$ cat config.mk
export PLATFORM = sky130hd
export DESIGN_NAME = barrier_sequencer
export DESIGN_NICKNAME = d
export VERILOG_FILES = /design/src/rtl/barrier_sequencer.sv
export SDC_FILE = /design/constraint.sdc
export NUM_CORES = 1
export LEC_CHECK = 0
export BUFFER_PORTS_ARGS = -buffer_cell sky130_fd_sc_hd__buf_4
export CAP_MARGIN = 10
export CORE_MARGIN = 4
export CORE_UTILIZATION = 30
export DETAILED_ROUTE_END_ITERATION = 8
export GPL_ROUTABILITY_DRIVEN = 1
export PLACE_DENSITY = 0.57
export SYNTH_ARGS = -nofsm -noshare
export SYNTH_HDL_FRONTEND = slang
export SYNTH_SLANG_ARGS = --single-unit
$ cat constraint.sdc
create_clock -name clk -period 5.6 [get_ports clk]
set_input_delay 0.56 -clock clk [delete_from_list [all_inputs] [get_ports clk]]
set_output_delay 0.56 -clock clk [all_outputs]
set_load 0.01 [all_outputs]
$ cat src/rtl/barrier_sequencer.sv
`default_nettype none
// =============================================================================
// barrier_sequencer : two-lane barrier command sequencer (open/close/clear/fault)
// barrier_lane      : one lane FSM with timer, reopen flag and sticky fault
// Revision: 1.0
// =============================================================================

module barrier_lane #(
   parameter int MOVE_TIMEOUT = 200,
   parameter int CLEAR_DELAY  = 20,
   parameter int PASS_TIMEOUT = 1000
) (
   input  logic clk,
   input  logic reset_n,
   input  logic request_i,
   input  logic sensor_i,
   input  logic barrier_i,
   input  logic emergency_i,
   input  logic fault_clear_i,
   output logic open_o,
   output logic close_o,
   output logic done_o,
   output logic busy_o,
   output logic fault_o,
   output logic accept_o
);

   localparam int MAX_LIMIT =
      (MOVE_TIMEOUT > CLEAR_DELAY)
         ? ((MOVE_TIMEOUT > PASS_TIMEOUT) ? MOVE_TIMEOUT : PASS_TIMEOUT)
         : ((CLEAR_DELAY  > PASS_TIMEOUT) ? CLEAR_DELAY  : PASS_TIMEOUT);
   localparam int TW = $clog2(MAX_LIMIT) + 1;

   localparam logic [TW-1:0] C_MOVE_LIM  = TW'(MOVE_TIMEOUT);
   localparam logic [TW-1:0] C_CLEAR_LIM = TW'(CLEAR_DELAY);
   localparam logic [TW-1:0] C_PASS_LIM  = TW'(PASS_TIMEOUT);

   typedef enum logic [2:0] {
      S_IDLE        = 3'd0,
      S_OPENING     = 3'd1,
      S_WAIT_ARRIVE = 3'd2,
      S_WAIT_CLEAR  = 3'd3,
      S_HOLD        = 3'd4,
      S_CLOSING     = 3'd5,
      S_FAULT       = 3'd6,
      S_EMERG       = 3'd7
   } state_t;

   state_t          state_q, state_d;
   logic [TW-1:0]   timer_q, timer_d;
   logic            reopen_q, reopen_d;
   logic            fault_q, fault_d;
   logic            done_q, done_d;
   logic            nodone_q, nodone_d;

   always_ff @(posedge clk or negedge reset_n) begin
      if (!reset_n) begin
         state_q  <= S_IDLE;
         timer_q  <= '0;
         reopen_q <= 1'b0;
         fault_q  <= 1'b0;
         done_q   <= 1'b0;
         nodone_q <= 1'b0;
      end else begin
         state_q  <= state_d;
         timer_q  <= timer_d;
         reopen_q <= reopen_d;
         fault_q  <= fault_d;
         done_q   <= done_d;
         nodone_q <= nodone_d;
      end
   end

   always_comb begin
      state_d  = state_q;
      reopen_d = reopen_q;
      fault_d  = fault_q;
      done_d   = 1'b0;
      nodone_d = nodone_q;
      accept_o = 1'b0;

      if (emergency_i) begin
         state_d  = S_EMERG;
         reopen_d = 1'b0;
      end else begin
         if (fault_clear_i) begin
            fault_d = 1'b0;
         end
         case (state_q)
            S_IDLE: begin
               if (request_i) begin
                  state_d  = S_OPENING;
                  accept_o = 1'b1;
               end
            end
            S_OPENING: begin
               if (barrier_i) begin
                  state_d = S_WAIT_ARRIVE;
               end else if (timer_q == C_MOVE_LIM) begin
                  state_d = S_FAULT;
                  fault_d = 1'b1;
               end
            end
            S_WAIT_ARRIVE: begin
               if (sensor_i) begin
                  state_d = S_WAIT_CLEAR;
               end else if (timer_q == C_PASS_LIM) begin
                  state_d = S_CLOSING;
               end
            end
            S_WAIT_CLEAR: begin
               if (!sensor_i) begin
                  state_d = S_HOLD;
               end
            end
            S_HOLD: begin
               if (sensor_i) begin
                  state_d = S_WAIT_CLEAR;
               end else if (timer_q == C_CLEAR_LIM) begin
                  state_d  = S_CLOSING;
                  done_d   = !nodone_q;
                  nodone_d = 1'b0;
               end
            end
            S_CLOSING: begin
               // A vehicle seen under a closing barrier forces a reopen once it is down.
               if (sensor_i) begin
                  reopen_d = 1'b1;
               end
               if (!barrier_i) begin
                  state_d  = reopen_q ? S_OPENING : S_IDLE;
                  reopen_d = 1'b0;
               end else if (timer_q == C_MOVE_LIM) begin
                  state_d  = S_FAULT;
                  fault_d  = 1'b1;
                  reopen_d = 1'b0;
               end
            end
            S_FAULT: begin
               if (fault_clear_i) begin
                  state_d = S_IDLE;
               end
            end
            S_EMERG: begin
               state_d  = S_HOLD;
               nodone_d = 1'b1;
            end
            default: begin
               state_d = S_IDLE;
            end
         endcase
      end

      if (state_d != state_q) begin
         timer_d = '0;
      end else if (timer_q == {TW{1'b1}}) begin
         timer_d = timer_q;
      end else begin
         timer_d = timer_q + 1'b1;
      end
   end

   assign open_o  = (state_q == S_OPENING);
   assign close_o = (state_q == S_CLOSING);
   assign done_o  = done_q;
   assign busy_o  = (state_q != S_IDLE);
   assign fault_o = fault_q;

endmodule

module barrier_sequencer #(
   parameter int MOVE_TIMEOUT = 200,
   parameter int CLEAR_DELAY  = 20,
   parameter int PASS_TIMEOUT = 1000
) (
   input  logic       clk,
   input  logic       reset_n,
   input  logic       entry_request,
   input  logic       exit_request,
   input  logic       entry_sensor,
   input  logic       exit_sensor,
   input  logic       entry_barrier,
   input  logic       exit_barrier,
   input  logic       emergency,
   input  logic       fault_clear,
   output logic       open_entry,
   output logic       close_entry,
   output logic       open_exit,
   output logic       close_exit,
   output logic       vehicle_direction,
   output logic       entry_done,
   output logic       exit_done,
   output logic       entry_busy,
   output logic       exit_busy,
   output logic [1:0] fault
);

   logic entry_accept;
   logic exit_accept;
   logic entry_fault;
   logic exit_fault;
   logic dir_q, dir_d;

   barrier_lane #(
      .MOVE_TIMEOUT (MOVE_TIMEOUT),
      .CLEAR_DELAY  (CLEAR_DELAY),
      .PASS_TIMEOUT (PASS_TIMEOUT)
   ) u_entry_lane (
      .clk           (clk),
      .reset_n       (reset_n),
      .request_i     (entry_request),
      .sensor_i      (entry_sensor),
      .barrier_i     (entry_barrier),
      .emergency_i   (emergency),
      .fault_clear_i (fault_clear),
      .open_o        (open_entry),
      .close_o       (close_entry),
      .done_o        (entry_done),
      .busy_o        (entry_busy),
      .fault_o       (entry_fault),
      .accept_o      (entry_accept)
   );

   barrier_lane #(
      .MOVE_TIMEOUT (MOVE_TIMEOUT),
      .CLEAR_DELAY  (CLEAR_DELAY),
      .PASS_TIMEOUT (PASS_TIMEOUT)
   ) u_exit_lane (
      .clk           (clk),
      .reset_n       (reset_n),
      .request_i     (exit_request),
      .sensor_i      (exit_sensor),
      .barrier_i     (exit_barrier),
      .emergency_i   (emergency),
      .fault_clear_i (fault_clear),
      .open_o        (open_exit),
      .close_o       (close_exit),
      .done_o        (exit_done),
      .busy_o        (exit_busy),
      .fault_o       (exit_fault),
      .accept_o      (exit_accept)
   );

   // Exit is checked last so it wins a same-cycle tie.
   always_comb begin
      dir_d = dir_q;
      if (entry_accept) begin
         dir_d = 1'b0;
      end
      if (exit_accept) begin
         dir_d = 1'b1;
      end
   end

   always_ff @(posedge clk or negedge reset_n) begin
      if (!reset_n) begin
         dir_q <= 1'b0;
      end else begin
         dir_q <= dir_d;
      end
   end

   assign vehicle_direction = dir_q;
   assign fault             = {exit_fault, entry_fault};

endmodule
`default_nettype wire

==> results of run 1 <==
==> worst reg2reg max path, cell delays in order, from the launching register on <==
cell	delay, ns
dfrtp_1	0.45
or3b_1	0.42
or4_4	0.57
a2111oi_4	0.36
mux2i_1	0.24
a221o_1	0.55
nor3_1	0.13
==> sequential cells by signal (all words and copies together) (netlist names), 3 cells and up <==
signal and flops:
u_exit_lane.timer_q 11, u_entry_lane.state_q 3, u_entry_lane.timer_q 11, u_exit_lane.state_q 3
==> synth_stat cells, types with 3 or more instances <==
cell and number:
nor4_1 4, o21bai_1 3, nor2_1 17, inv_1 9
a21oi_1 9, mux2i_1 5, a221o_1 3, nor2_2 9
dfrtp_1 37, nor3_1 14, o22ai_1 3, nand4_1 7
xnor2_1 6, ha_1 4, clkbuf_1 11, o21ai_0 10
nor4bb_1 3, nand3_1 9, xor2_1 8, and3_1 7
nand2_1 25, nand2b_1 11, nor2b_1 11, and2_1 4
==> layout make-up <==
type | instances | share of cell area, %
timing repair buffer | 20 | 5.46
inverter | 9 | 1.23
multi-input combinational | 216 | 51.5
sequential | 37 | 33.7
tap | 102 | 4.64
clock buffer | 6 | 3.01
clock inverter | 2 | 0.501
==> through the flow <==
stage               worst slack, ns  utilization [%]
global placement               2.79             33.8
global route                   2.59             35.0
floorplan                      3.22                -
CTS                            2.73             35.0
detailed placement             2.76             33.8
finish                         2.76             35.0
==> power by group through the flow <==
stage               registers [W]  logic [W]  clock network (W)
finish                   0.000326   0.000176           0.000203
global route             0.000331   0.000198           0.000222
CTS                      0.000324   0.000180           0.000214
detailed placement       0.000330   0.000179                  0
global placement         0.000330   0.000178                  0
floorplan                0.000304   0.000154                  0
==> worst max-delay path by stage <==
stage	from	endpoint	slack (ns)
2_1_floorplan	u_exit_lane.timer_q[2]$_DFFE_PN0P_	u_exit_lane.timer_q[6]$_DFFE_PN0P_	3.22
6_report	u_exit_lane.timer_q[2]$_DFFE_PN0P_	u_exit_lane.timer_q[8]$_DFFE_PN0P_	2.76
5_1_grt	u_exit_lane.timer_q[2]$_DFFE_PN0P_	u_exit_lane.timer_q[8]$_DFFE_PN0P_	2.59
4_1_cts	u_exit_lane.timer_q[2]$_DFFE_PN0P_	u_exit_lane.timer_q[8]$_DFFE_PN0P_	2.73
3_3_place_gp	u_exit_lane.timer_q[2]$_DFFE_PN0P_	u_exit_lane.timer_q[8]$_DFFE_PN0P_	2.79
3_5_place_dp	u_exit_lane.timer_q[2]$_DFFE_PN0P_	u_exit_lane.timer_q[8]$_DFFE_PN0P_	2.76
==> cells in the final DEF (no fill, tap or decap), drive strengths merged, types with 3 or more instances in the layout <==
cell type,instances
a21oi,10
a221o,3
and2,4
and3,7
and4,3
buf,20
clkbuf,6
dfrtp,37
ha,4
inv,9
mux2i,5
nand2,25
nand2b,11
nand3,9
nand4,7
nor2,26
nor2b,11
nor3,14
nor4,4
nor4bb,3
o21ai,10
o21bai,3
o22ai,3
or3,3
xnor2,6
xor2,8
==> per-layer routing <==
layer	wire (microns)	vias up	global-route usage, %
met5	0	-	0
met4	38	0	3.15
met3	257	5	2.83
met2	2420	41	17.7
met1	2760	980	16.9
li1	-	1025	-
==> cell families after synthesis <==
family | synth area share [%]
simple gates | 32.1
compound gates | 16.4
flops | 37.7
buf+inv | 4.74
xor+xnor | 4.99
mux | 2.04
fa+ha+maj | 2.04
==> impl_metrics.ini, run 1 <==
[setup_path]
critPathBufInv = 0
slowest_delay_ns = 0.57
worstSetupStartpointType = flip-flop
rrSetupSlack_ns = 2.76
worstSetupPathType = flip-flop to flip-flop
r2r-start = u_exit_lane.timer_q[2]$_DFFE_PN0P_
reg2reg_depth = 6
crit_arrival_ns = 3.00
slowest_stage = or4_4
path_max_fanout = 11
crit_cells = 6
path_cells = or3b_1 -> or4_4 -> a2111oi_4 -> mux2i_1 -> a221o_1 -> nor3_1
cp.required_ns = 5.76
r2r_end = u_exit_lane.timer_q[8]$_DFFE_PN0P_
end_kind = flip-flop
crit_family = simple AND/OR/NAND/NOR gates

[floorplan]
dieArea_sq_um = 9700
start_util_pct = 31.3
placementRows = 32
core-area_sq_um = 7850
die_w_microns = 98.5
pin_count = 21
chipHeight_microns = 98.5

[routing]
routed_wl_microns = 5480
via_count = 2051
drt-initial-drc-count = 79
via_per_inst = 5.23
ant_nets = 0
drc_errors = 0
wl_per_cell_microns = 14.0
dr.pass1.iters = 4

[clock_tree]
holdBufCountCts = 0
clk_pin_slew_ns = 0.08
clock_sinks = 37
ctsResizeCount = 0
cts_root_buf = clkbuf_8
cts_setup_buffers = 0
cts_buffers = 5
cts_buffer_depth = 2
cts_tree = done
clock_latency_ns = 0.30
cts_max_level = 2

[power_and_ir_drop]
vdd_drop_max_mv = 0.0707
p_sw_w = 0.000244
swShare_pct = 34.6
p_seq_share_pct = 46.2
cellLeakagePower_nw = 1.12
p_clk_share_pct = 28.8
comb_power_share_pct = 25.0
power_w = 0.000706
powerDensity_nw_per_um2 = 257
intPower_w = 0.000462

[placement]
io_buffers = 20
gp_congestion = 0.823
place_inst = 384
dp.final_hpwl_microns = 3880
placed_area_sq_um = 2650

[yosys]
yosys_warnings = 0
yosys.area.top_type_share_pct = 37.7
ys_seq_area_share_pct = 37.7
synth_cell_type_count = 59
synth.avg_cell_area_sq_um = 8.80
synth_largest_area_cell = dfrtp_1
syn_nets = 293
ys_ff_latch = 37
async_flop_share_pct = 100
syn-instance-count = 279
synth_ff_type = dfrtp_1
synth-edff-count = 0
synthesis.area_sq_um = 2460
synth_area_leaders = dfrtp_1 (38%), nand2_1 (3.8%), nor3_1 (2.9%), xor2_1 (2.9%), nand2b_1 (2.8%)

[global_route]
grt_first_pass_wirelength_microns = 9620
grt_pass1_vias = 1951
grt_overflow = 0
grt_max_degree = 38
track_usage_pct = 11.8
antenna_found_initial = 0

[timing]
fin_setup_tns_ns = 0
finalCritPeriodShare_pct = 50.6
hold_ws_ns = 0.215
skew_ns = 0.00767
maxClockFrequency_mhz = 353
finalHoldViolCount = 0
tightest_slew_ns = 0.924
maxSlewHeadroom_pct = 36.6
min_period_ns = 2.84
rsz0062_at_grt = false
slew_violations = 0
setup_viol = 0

[cells_and_area]
syn2layout_area_growth_pct = 11.9
regArea_sq_um = 926
n_antenna_cell = 0
n_fill_cell = 835
layout.nets = 303
multi_input_area_sq_um = 1410
drive_gt1_share_pct = 15.5
final_cells = 392
design_area_sq_um = 2750

[hold_path]
hold_class = primary input to async pin

[flow_run]
drv_cap = 0

[status]
status = finished, final reports clean
Note: power is estimated with default switching activity, not from simulation.
==> run 2: changes to the inputs <==
--- a/config.mk
+++ b/config.mk
@@ -11,7 +11,7 @@
 export CORE_UTILIZATION = 30
 export DETAILED_ROUTE_END_ITERATION = 8
 export GPL_ROUTABILITY_DRIVEN = 1
-export PLACE_DENSITY = 0.57
+export PLACE_DENSITY = 0.58
 export SYNTH_ARGS = -nofsm -noshare
 export SYNTH_HDL_FRONTEND = slang
 export SYNTH_SLANG_ARGS = --single-unit
==> constraint.sdc (replaced) <==
create_clock -name clk -period 2.4 [get_ports clk]
set_input_delay 0.24 -clock clk [delete_from_list [all_inputs] [get_ports clk]]
set_output_delay 0.24 -clock clk [all_outputs]
set_load 0.01 [all_outputs]
==> impl_metrics.ini, run 2 (synthesis gave the netlist of run 1 again) <==
[global_route]
antenna_found_initial = 0
grt_first_pass_wirelength_microns = 10200
grt_overflow = 0
grt_max_degree = 38
track_usage_pct = 12.8
grt_pass1_vias = 2102

[setup_path]
critPathBufInv = 2
worstSetupEndpoint = u_exit_lane.timer_q[3]$_DFFE_PN0P_
cp.required_ns = 2.63
cp-startpoint = u_exit_lane.timer_q[1]$_DFFE_PN0P_
reg2reg_depth = 9
crit_arrival_ns = 2.64
slowest_stage = or4_4
worstSetupPathType = flip-flop to flip-flop
path_cells = inv_2 -> ha_2 -> nand2b_1 -> or4_4 -> a2111oi_4 -> mux2i_1 -> a221o_1 -> buf_12 -> nor2_2
rrSetupSlack_ns = -0.009
end_kind = flip-flop
r2r_end = u_exit_lane.timer_q[3]$_DFFE_PN0P_
path_max_fanout = 10
crit_cells = 9
worstSetupStartpointType = flip-flop
r2r-start = u_exit_lane.timer_q[1]$_DFFE_PN0P_
crit_family = simple AND/OR/NAND/NOR gates
slowest_delay_ns = 0.56

[timing]
rsz0062_at_grt = true
tightest_slew_ns = 0.500
maxClockFrequency_mhz = 415
fin_setup_tns_ns = -0.0237
maxSlewHeadroom_pct = 66.7
timing.final.ws_setup_ns = -0.00886
hold_ws_ns = 0.182
setup_viol = 5
skew_ns = 0.00867
slew_violations = 0
finalCritPeriodShare_pct = 100
min_period_ns = 2.41
finalHoldViolCount = 0

[clock_tree]
clock_sinks = 37
cts_buffer_depth = 2
cts_tree = done
cts_buffers = 5
cts_max_level = 2
clk_pin_slew_ns = 0.08
clock_latency_ns = 0.30
cts_root_buf = clkbuf_8

[placement]
dp.final_hpwl_microns = 4260
io_buffers = 20
gp_congestion = 0.921

[routing]
routed_wl_microns = 5940
m1WireLength_microns = 2740
via_per_inst = 5.11
ant_nets = 0
via_count = 2175
dr.pass1.iters = 4
maxUsedRoutingLayer = met4
route.met3.wl_microns = 313
drt-initial-drc-count = 114
met2_length_microns = 2830
wl_per_cell_microns = 13.9
drc_errors = 0

[cells_and_area]
mostFrequentLayoutCell = buf_4
syn2layout_area_growth_pct = 27.2
layout.nets = 337
n_antenna_cell = 0
reg.largest.list = u_entry_lane.timer_q x11, u_exit_lane.timer_q x11
utilization_pct = 39.8
drive_gt1_share_pct = 28.4
n_fill_cell = 800
layout_common_cells = buf_4 (51), dfrtp_1 (35), nand2_1 (25)

[floorplan]
dieArea_sq_um = 9700
placementRows = 32
core-area_sq_um = 7850
chipHeight_microns = 98.5
pin_count = 21
die_w_microns = 98.5
start_util_pct = 31.3

[hold_path]
hold_class = primary input to flip-flop
hold_path_depth = 2

[power_and_ir_drop]
vdd_drop_max_mv = 0.226
cellLeakagePower_nw = 1.31
powerDensity_nw_per_um2 = 613

[status]
violations = negative setup slack
status = complete, but fails checks

[flow_run]
drv_cap = 0
[run 2: layout make-up]
class                      instances  area [sq um]  area share, %
clock buffer                       6          82.6           2.64
clock inverter                     2          37.5           1.20
inverter                           9          33.8           1.08
multi-input combinational        216          1490           47.7
sequential                        37           928           29.7
tap                              102           128           4.09
timing repair buffer              54           424           13.6
[run 2: metal layers]
metal / up-vias / GRT usage (%)
met4: 0 / 3.15
met5: - / 0
met2: 40 / 19.9
met3: 7 / 3.54
li1: 1096 / -
met1: 1032 / 17.6
[run 2: how the worst min path moves through the flow]
stage                 startpoint                                 to  slack (ns)
floorplan                reset_n      u_entry_lane.done_o$_DFF_PN0_       -0.06
global placement         reset_n  u_entry_lane.reopen_q$_DFFE_PN0P_        0.24
detailed placement       reset_n  u_entry_lane.reopen_q$_DFFE_PN0P_        0.25
CTS                 entry_sensor      u_entry_lane.done_o$_DFF_PN0_        0.17
global route        entry_sensor      u_entry_lane.done_o$_DFF_PN0_        0.18
finish              entry_sensor      u_entry_lane.done_o$_DFF_PN0_        0.18
[run 2: per-stage QoR]
| stage | power, W | cell area (sq um) | cells | setup WS (ns) |
|---|---|---|---|---|
| 2_1_floorplan | 0.00107 | 2460 | 279 | 0.0165 |
| 3_3_place_gp | 0.00129 | 2900 | 416 | -0.000895 |
| 3_5_place_dp | 0.00129 | 2900 | 416 | -0.0580 |
| 4_1_cts | 0.00188 | 3030 | 425 | -0.0770 |
| 5_1_grt | 0.00204 | 3120 | 426 | -0.151 |
| 6_report | 0.00192 | 3120 | 426 | -0.00886 |
[run 2: power breakdown]
group | leakage, nW | switching [W] | total (W) | internal, W
registers | 0.482 | 0.0000510 | 0.000718 | 0.000667
logic | 0.767 | 0.000320 | 0.000614 | 0.000294
clock network | 0.0574 | 0.000245 | 0.000583 | 0.000338
[run 2: timing repair]
action / in CTS / in global routing
pin swaps: 2 / 4
hold buffers: 1 / 0
endpoints found under the hold margin: 37 / 0
resized for setup: 0 / 17
setup endpoints to repair: 11 / 22
buffers inserted: 0 / 1
==> run 3: changes to the inputs <==
--- a/config.mk
+++ b/config.mk
@@ -7,11 +7,14 @@
 export LEC_CHECK = 0
 export BUFFER_PORTS_ARGS = -buffer_cell sky130_fd_sc_hd__buf_4
 export CAP_MARGIN = 10
-export CORE_MARGIN = 4
+export CELL_PAD_IN_SITES_DETAIL_PLACEMENT = 2
+export CELL_PAD_IN_SITES_GLOBAL_PLACEMENT = 2
+export CORE_ASPECT_RATIO = 1.2
+export CORE_MARGIN = 2
 export CORE_UTILIZATION = 30
 export DETAILED_ROUTE_END_ITERATION = 8
 export GPL_ROUTABILITY_DRIVEN = 1
-export PLACE_DENSITY = 0.58
+export PLACE_DENSITY = 0.8
 export SYNTH_ARGS = -nofsm -noshare
 export SYNTH_HDL_FRONTEND = slang
 export SYNTH_SLANG_ARGS = --single-unit
==> impl_metrics.ini, run 3 (synthesis gave the netlist of run 1 again) <==
[setup_path]
worstSetupPathType = flip-flop to flip-flop
worstSetupStartpointType = flip-flop
end_kind = flip-flop
crit_arrival_ns = 2.76
cp.required_ns = 2.65
path_max_fanout = 5

[cells_and_area]
mostFrequentLayoutCell = buf_4
layout_common_cells = buf_4 (52), dfrtp_1 (36), nand2_1 (25)
final_cells = 420
syn2layout_area_growth_pct = 28.1
layout.nets = 338
n_antenna_cell = 0
reg.largest.list = u_entry_lane.timer_q x11, u_exit_lane.timer_q x11
drive_gt1_share_pct = 28.6

[floorplan]
chipHeight_microns = 103
pin_count = 21
dieArea_sq_um = 8930
start_util_pct = 30.6
core-area_sq_um = 8020
placementRows = 36
die_w_microns = 86.6

[timing]
maxClockFrequency_mhz = 398
rsz0062_at_grt = true
skew_ns = 0.0125
maxSlewHeadroom_pct = 65.6
slew_violations = 0
tightest_slew_ns = 0.517
min_period_ns = 2.51
timing.final.ws_setup_ns = -0.110
finalHoldViolCount = 0
setup_viol = 11
finalCritPeriodShare_pct = 105

[placement]
dp_slack_ns = -0.131
gp_congestion = 0.815
io_buffers = 20
place_inst = 404
dp.final_hpwl_microns = 5720

[routing]
via_per_inst = 5.56
wl_per_cell_microns = 20.2
dr.pass1.iters = 4
via_count = 2335
routed_wl_microns = 8470
ant_nets = 0
drt-initial-drc-count = 101
drc_errors = 0

[hold_path]
hold_class = primary input to flip-flop

[flow_run]
drv_cap = 0

[clock_tree]
cts_root_buf = clkbuf_8
cts_max_level = 2
clk_pin_slew_ns = 0.08
clock_sinks = 37
clock_latency_ns = 0.31
cts_tree = done
cts_buffers = 5
cts_buffer_depth = 2

[global_route]
grt_first_pass_wirelength_microns = 13500
grt_pass1_vias = 2520
grt_overflow = 0
antenna_found_initial = 0
grt_max_degree = 38
track_usage_pct = 19.7

[power_and_ir_drop]
powerDensity_nw_per_um2 = 640
cellLeakagePower_nw = 1.32
vdd_drop_max_mv = 0.187

[status]
status = complete, but fails checks
violations = negative setup slack
## run 3: worst max-delay path: stages (launching register included)
cell and delay, ns:
dfrtp_1 0.40, or3b_4 0.41, or4_4 0.44, a2111oi_4 0.37, mux2i_1 0.13, a221o_1 0.32
buf_6 0.15, buf_12 0.13, a21oi_2 0.09
## run 3: final cells by class
| class | instances | area [sq um] |
|---|---|---|
| fill | 909 | 4870 |
| multi-input combinational | 216 | 1520 |
| sequential | 37 | 927 |
| timing repair buffer | 55 | 432 |
| tap | 95 | 119 |
| clock buffer | 7 | 86.3 |
| inverter | 9 | 33.8 |
| clock inverter | 1 | 30.0 |
## run 3: metal layers
layer	GRT usage, %	wire length (microns)	up-vias
met5	0	0	-
met4	7.33	162	0
met3	4.16	231	12
met2	34.9	4470	29
met1	23.3	3610	1193
li1	-	-	1101
## run 3: timing repair
action | 4_1_cts | 5_1_grt
gates cloned | 1 | 0
hold buffers | 1 | 0
buffers inserted | 3 | 5
hold endpoints to repair | 37 | 0
setup endpoints to repair | 22 | 22
pin swaps | 9 | 5
gates resized for setup | 13 | 13
## run 3: worst paths after layout
kind	from	to	slack (ns)	cells past startpoint
worst max-delay path	u_exit_lane.timer_q[2]$_DFFE_PN0P_	u_exit_lane.timer_q[6]$_DFFE_PN0P_	-0.11	8
worst min-delay path	entry_sensor	u_entry_lane.done_o$_DFF_PN0_	0.19	2
worst max register to register	u_exit_lane.timer_q[2]$_DFFE_PN0P_	u_exit_lane.timer_q[6]$_DFFE_PN0P_	-0.11	8
worst min register to register	u_entry_lane.nodone_q$_DFFE_PN0P_	u_entry_lane.done_o$_DFF_PN0_	0.45	1
max in group asynchronous	reset_n	u_entry_lane.state_q[0]$_DFF_PN0_	1.57	2
min in group asynchronous	reset_n	u_exit_lane.done_o$_DFF_PN0_	0.44	2
## run 3: per-stage QoR
step | cell area, sq um | total power, W | TNS [ns] | util, % | hold slack [ns]
4_1_cts | 3100 | 0.00202 | -1.26 | 38.6 | 0.185
3_3_place_gp | 2860 | 0.00130 | -0.00262 | 35.6 | 0.248
6_report | 3150 | 0.00201 | -0.787 | 39.2 | 0.187
2_1_floorplan | 2460 | 0.00107 | 0 | - | -0.0556
3_5_place_dp | 2860 | 0.00133 | -1.45 | 35.6 | 0.254
5_1_grt | 3150 | 0.00212 | -1.61 | 39.2 | 0.203
## run 3: report_power, final
group	leakage, nW	internal [W]	switching (W)
Sequential	0.483	0.000667	0.0000660
Combinational	0.780	0.000309	0.000367
Clock	0.0585	0.000340	0.000266
